**src/rtl/scale_frac_div_pkg.sv**
```systemverilog
// Shared definitions for the iterative posit scale/fraction divider.
//
// Contents:
//   state_t      - divider control states (IDLE, DIV, DONE)
//   QUOT_BITS_DEF- default quotient fraction width
//   div_iters()  - number of restoring iterations for a given QUOT_BITS
//   cnt_width()  - iteration counter width for a given QUOT_BITS
//
// Optional feature macro: SCALE_FRAC_DIV_NORM_EN
//   When defined, one extra quotient bit is produced so the result can be
//   normalised to <1.QUOT_BITS> with the hidden bit always set.
package scale_frac_div_pkg;

    typedef enum logic [1:0] {
        IDLE,
        DIV,
        DONE
    } state_t;

    localparam int QUOT_BITS_DEF = 10;

    // Raw quotient length: QUOT_BITS+1 bits, plus one guard bit that the
    // normaliser may shift in when the quotient falls below 1.0.
    function automatic int div_iters(input int quot_bits);
`ifdef SCALE_FRAC_DIV_NORM_EN
        return quot_bits + 2;
`else
        return quot_bits + 1;
`endif
    endfunction

    // Sized for the longest build so both variants share one counter width.
    function automatic int cnt_width(input int quot_bits);
        return $clog2(quot_bits + 2);
    endfunction

endpackage

```
**src/rtl/scale_frac_div_iter_step.sv**
```systemverilog
// One radix-2 restoring division step (also intended for the sqrt unit).
//
// Ports:
//   r      in  W  partial remainder
//   b      in  W  divisor, zero-extended to W
//   r_next out W  (r >= b ? r - b : r) << 1
//   q      out 1  quotient bit for this step
module div_restore_step #(
    parameter int W = 7
) (
    input  logic [W-1:0] r,
    input  logic [W-1:0] b,
    output logic [W-1:0] r_next,
    output logic         q
);

    logic [W-1:0] r_sub;

    // Remainder stays below b after the subtract, so the shift never
    // drops a set bit.
    always_comb begin
        q      = (r >= b);
        r_sub  = q ? (r - b) : r;
        r_next = r_sub << 1;
    end

endmodule

```
**src/rtl/scale_frac_div_iter.sv**
```systemverilog
// Iterative posit scale/fraction divider.
//
// Subtracts signed scales and divides <1.FRAC_W-1> fractions one quotient
// bit per cycle through a single shared restoring step. Result is held in
// DONE until the consumer accepts it.
//
// Ports:
//   CLK, RST            clock, synchronous active-high reset
//   IN_VALID/IN_READY   operand handshake (ready only in IDLE)
//   SCALE_A, SCALE_B    signed scales, SCALE_W bits
//   FRAC_A, FRAC_B      fractions with hidden MSB, FRAC_W bits
//   OUT_VALID/OUT_READY result handshake
//   SCALE_C             SCALE_A - SCALE_B, SCALE_W+1 bits
//   FRAC_C              truncated quotient <1.QUOT_BITS>
//   REM_C               sticky bit of discarded quotient/remainder bits
//   DIVZ_C              divisor hidden bit was 0
//
// Optional feature macro: SCALE_FRAC_DIV_NORM_EN (normalised quotient).
module scale_frac_div_iter
    import scale_frac_div_pkg::*;
#(
    parameter int SCALE_W   = 4,
    parameter int FRAC_W    = 6,
    parameter int QUOT_BITS = QUOT_BITS_DEF
) (
    input  logic                 CLK,
    input  logic                 RST,
    input  logic                 IN_VALID,
    output logic                 IN_READY,
    input  logic [SCALE_W-1:0]   SCALE_A,
    input  logic [SCALE_W-1:0]   SCALE_B,
    input  logic [FRAC_W-1:0]    FRAC_A,
    input  logic [FRAC_W-1:0]    FRAC_B,
    output logic                 OUT_VALID,
    input  logic                 OUT_READY,
    output logic [SCALE_W:0]     SCALE_C,
    output logic [QUOT_BITS:0]   FRAC_C,
    output logic                 REM_C,
    output logic                 DIVZ_C
);

    localparam int N     = div_iters(QUOT_BITS);
    localparam int CNT_W = cnt_width(QUOT_BITS);
    localparam int RW    = FRAC_W + 1;
    localparam int SW    = SCALE_W + 1;
    localparam int FW    = QUOT_BITS + 1;

    state_t           state, state_nx;
    logic [RW-1:0]    r_reg, b_reg, r_next;
    logic [N-2:0]     q_reg;
    logic [N-1:0]     q_full;
    logic             q_bit;
    logic [SW-1:0]    diff_in, diff_reg;
    logic [CNT_W-1:0] cnt;
    logic             accept, divz_in;
    logic [FW-1:0]    frac_fin;
    logic [SW-1:0]    scale_fin;
    logic             rem_fin;

    assign accept  = IN_VALID & IN_READY;
    assign divz_in = ~FRAC_B[FRAC_W-1];
    assign diff_in = {SCALE_A[SCALE_W-1], SCALE_A} - {SCALE_B[SCALE_W-1], SCALE_B};

    div_restore_step #(.W(RW)) u_step (
        .r      (r_reg),
        .b      (b_reg),
        .r_next (r_next),
        .q      (q_bit)
    );

    // Quotient including the bit produced this cycle; on the last DIV
    // cycle this is the complete raw quotient.
    assign q_full = {q_reg, q_bit};

`ifdef SCALE_FRAC_DIV_NORM_EN
    always_comb begin
        if (q_full[N-1]) begin
            frac_fin  = q_full[N-1:1];
            scale_fin = diff_reg;
            rem_fin   = q_full[0] | (|r_next);
        end else begin
            frac_fin  = q_full[QUOT_BITS:0];
            scale_fin = diff_reg - SW'(1);
            rem_fin   = |r_next;
        end
    end
`else
    always_comb begin
        frac_fin  = q_full;
        scale_fin = diff_reg;
        rem_fin   = |r_next;
    end
`endif

    always_ff @(posedge CLK) begin
        if (RST) state <= IDLE;
        else     state <= state_nx;
    end

    always_comb begin
        state_nx  = state;
        IN_READY  = 1'b0;
        OUT_VALID = 1'b0;
        case (state)
            IDLE: begin
                IN_READY = ~RST;
                if (IN_VALID && !RST) state_nx = divz_in ? DONE : DIV;
            end
            DIV: begin
                if (cnt == '0) state_nx = DONE;
            end
            DONE: begin
                OUT_VALID = ~RST;
                if (OUT_READY) state_nx = IDLE;
            end
            default: state_nx = IDLE;
        endcase
    end

    always_ff @(posedge CLK) begin
        if (RST) begin
            r_reg    <= '0;
            b_reg    <= '0;
            q_reg    <= '0;
            diff_reg <= '0;
            cnt      <= '0;
            SCALE_C  <= '0;
            FRAC_C   <= '0;
            REM_C    <= 1'b0;
            DIVZ_C   <= 1'b0;
        end else if (accept) begin
            r_reg    <= {1'b0, FRAC_A};
            b_reg    <= {1'b0, FRAC_B};
            q_reg    <= '0;
            diff_reg <= diff_in;
            cnt      <= CNT_W'(N - 1);
            // Zero divisor skips the iterations and publishes directly.
            if (divz_in) begin
                SCALE_C <= diff_in;
                FRAC_C  <= '0;
                REM_C   <= 1'b0;
                DIVZ_C  <= 1'b1;
            end
        end else if (state == DIV) begin
            r_reg <= r_next;
            q_reg <= q_full[N-2:0];
            if (cnt == '0) begin
                SCALE_C <= scale_fin;
                FRAC_C  <= frac_fin;
                REM_C   <= rem_fin;
                DIVZ_C  <= 1'b0;
            end else begin
                cnt <= cnt - 1'b1;
            end
        end
    end

endmodule

```
**config.mk**
```make
export PLATFORM = sky130hd
export DESIGN_NAME = scale_frac_div_iter
export DESIGN_NICKNAME = d
export VERILOG_FILES = /design/src/rtl/scale_frac_div_pkg.sv /design/src/rtl/scale_frac_div_iter_step.sv /design/src/rtl/scale_frac_div_iter.sv
export SDC_FILE = /design/constraint.sdc
export NUM_CORES = 1
export LEC_CHECK = 0
export CORE_UTILIZATION = 40
export DETAILED_ROUTE_END_ITERATION = 8
export SYNTH_ARGS = -nofsm -noshare
export SYNTH_HDL_FRONTEND = slang
export SYNTH_SLANG_ARGS = --single-unit
```
**constraint.sdc**
```tcl
create_clock -name CLK -period 2.7 [get_ports CLK]
set_input_delay 0.27 -clock CLK [delete_from_list [all_inputs] [get_ports CLK]]
set_output_delay 0.27 -clock CLK [all_outputs]
set_load 0.01 [all_outputs]
```
==> impl_metrics.json <==
{
  "dieArea_um2": 6520,
  "whs_ns": 0.473,
  "synthDistinctLibCells": 47,
  "via_per_inst": 5.23,
  "dr.pass1.iters": 4,
  "yosysTopAreaCell": "dfxtp_1",
  "fin_cells": 410,
  "powerDensity_nw_per_um2": 561,
  "rrSetupSlack_ns": 0.44,
  "hold_path_class": "flip-flop to flip-flop",
  "fmax_ghz": 0.443,
  "grt_pass1_wl_mm": 9.44,
  "synthCells": 294,
  "drive_gt1_share_pct": 6.87,
  "pwr-share-seq_pct": 47.6,
  "cts.clk_slew.worst_paths_ns": 0.10,
  "power_frac_clock_pct": 27.6,
  "cts_root_buf": "clkbuf_8",
  "slew-limit-headroom_pct": 45.7,
  "grt_antenna_before_repair": 0,
  "die_w_um": 80.7,
  "diodes": 0,
  "core_um2": 5960,
  "drt_first_iter_violations": 115,
  "critPathArrivalTime_ns": 2.49,
  "cts_made_buffers": 5,
  "maxSlewViolCount": 0,
  "io_buffers": 43,
  "intPower_uw": 1190,
  "switchingPower_uw": 538,
  "core.rowCount": 28,
  "grt_overflow_total": 0,
  "cp-end-kind": "flip-flop",
  "p_sw_share_pct": 31.2,
  "vias": 2144,
  "drc_errors": 0,
  "grt_pass1_vias": 1982,
  "yosys-top-cells-area": "dfxtp_1 42%, ha_1 6.1%, a21oi_1 5.7%",
  "largest_register_ffs": 11,
  "cts_tree": "done",
  "final_antenna_net_count": 0,
  "timing.final.crit_share_pct": 83.6,
  "yosysTopAreaCellShare_pct": 42.0,
  "syn_area_um2": 2480,
  "synthArstFlopShare_pct": 0,
  "synth-main-ff-cell": "dfxtp_1",
  "p_leak_uw": 0.00114,
  "fin_nets": 372,
  "cp_max_fo": 13,
  "clock_sinks": 52,
  "grt_max_degree": 26,
  "max-clock-path-buffers": 2,
  "routabilityCongestion": 0.833,
  "start_kind": "flip-flop",
  "yosys_warnings": 0,
  "post-place-cells": 402,
  "synth_edf_count": 0,
  "synth.most_common_cell": "dfxtp_1",
  "die_y_um": 80.7,
  "post-dp-hpwl_mm": 4.02,
  "required_ns": 2.93,
  "ys_seq_area_share_pct": 42.0,
  "ir_worst_vdd_mv": 0.288,
  "dpl-instance-area_um2": 2980,
  "p_comb_share_pct": 24.8,
  "synth_fp_nets": 332,
  "synth_common_cells": "52 x dfxtp_1, 37 x nor2_1, 36 x nand2_1",
  "max_cap_violations": 0,
  "final_cell_area_um2": 3080,
  "h-tree-depth": 2,
  "fin_crit_ns": 2.26,
  "initial_core_util_pct": 41.6,
  "worstMarginPinSlew_ns": 0.813,
  "critPathKind": "flip-flop to flip-flop",
  "hold_violations": 0,
  "clock_skew_ns": 0.00812,
  "syn_avg_cell_area_um2": 8.43,
  "finalSetupTns_ns": 0,
  "gr-usage-all-layers_pct": 19.2,
  "setup_viol": 0,
  "area.growth.synth_to_final_pct": 24.2,
  "synth-seq-cells": 52,
  "clock_latency_ns": 0.31,
  "rsz0062_at_grt": "false",
  "io-pin-count": 44,
  "outcome": "complete, no violations",
  "cts_setup_buffers": 0,
  "ctsResizeCount": 0,
  "wirelength_mm": 5.64,
  "cts_hold_buf": 0,
  "post_drt_wl_per_cell_um": 13.7
}
-- metrics by stage --
| step | util (%) | worst slack (ns) | total power (uW) |
|---|---|---|---|
| after global placement | 50.1 | 0.484 | 1270 |
| after detailed placement | 50.1 | 0.453 | 1270 |
| after global routing | 51.7 | 0.268 | 1820 |
| final | 51.7 | 0.442 | 1730 |
| after CTS | 51.7 | 0.434 | 1750 |
| after floorplan | - | 0.699 | 1150 |
-- worst max-delay path, stage by stage, from the launching register on --
cell and delay, ns:
dfxtp_1 0.36, ha_1 0.41, and4b_4 0.28, o21ai_1 0.08
o21ai_2 0.41, mux2i_1 0.28, a211oi_1 0.08, a311oi_2 0.28
-- area by class of cell --
class | instances | area [um^2]
clock buffer | 5 | 68.8
clock inverter | 3 | 27.5
fill | 594 | 2880
inverter | 16 | 60.1
multi-input combinational | 210 | 1310
sequential | 52 | 1040
tap | 75 | 93.8
timing repair buffer | 49 | 475
-- routing by layer --
layer  GRT usage, %  wire (um)  vias to the layer above
met5              0          0                        -
met2           30.9       2570                       52
met3           4.09        298                        4
li1               -          -                     1103
met4           6.79         46                        0
met1           25.3       2720                      985
-- cell families after synthesis --
group           count (synthesis)  share of synthesized area [%]
compound gates                 76                           20.6
mux                             5                           2.07
simple gates                  111                           21.2
xor+xnor                        4                           1.41
flops                          52                           42.0
buf+inv                        32                           5.10
fa+ha+maj                      14                           7.67
-- final timing paths --
path / startpoint / endpoint / cells past startpoint
setup / recovery: r_reg[5] / REM_C / 7
hold / removal: q_reg[9] / q_reg[9] / 2
setup reg to reg: r_reg[5] / REM_C / 7
hold reg to reg: q_reg[9] / q_reg[9] / 2
-- power groups by stage --
| stage | clock [uW] | sequential, uW | combinational (uW) |
|---|---|---|---|
| 4_1_cts | 493 | 821 | 432 |
| 2_1_floorplan | 0 | 835 | 312 |
| 3_3_place_gp | 0 | 838 | 428 |
| 6_report | 477 | 821 | 429 |
| 3_5_place_dp | 0 | 838 | 430 |
| 5_1_grt | 515 | 825 | 479 |
-- cells in the final DEF (no fill, tap or decap), types with 2 or more instances in the layout --
cell	instances
nand3_1	3
inv_1	16
dfxtp_1	52
a211oi_1	7
a22oi_1	15
and2_1	2
buf_4	6
nand2b_1	4
xnor2_1	3
nor3b_1	2
fa_1	2
o21ai_1	4
nor3_1	9
nor2_1	37
o21ai_0	3
clkdlybuf4s50_1	43
ha_1	12
nand3b_1	2
or3_1	2
nand2_1	36
clkbuf_8	5
a21o_1	3
o31ai_1	5
nor2_2	2
a21oi_1	28
nor2b_1	5
mux2i_1	4
(Power assumes the default switching activity.)
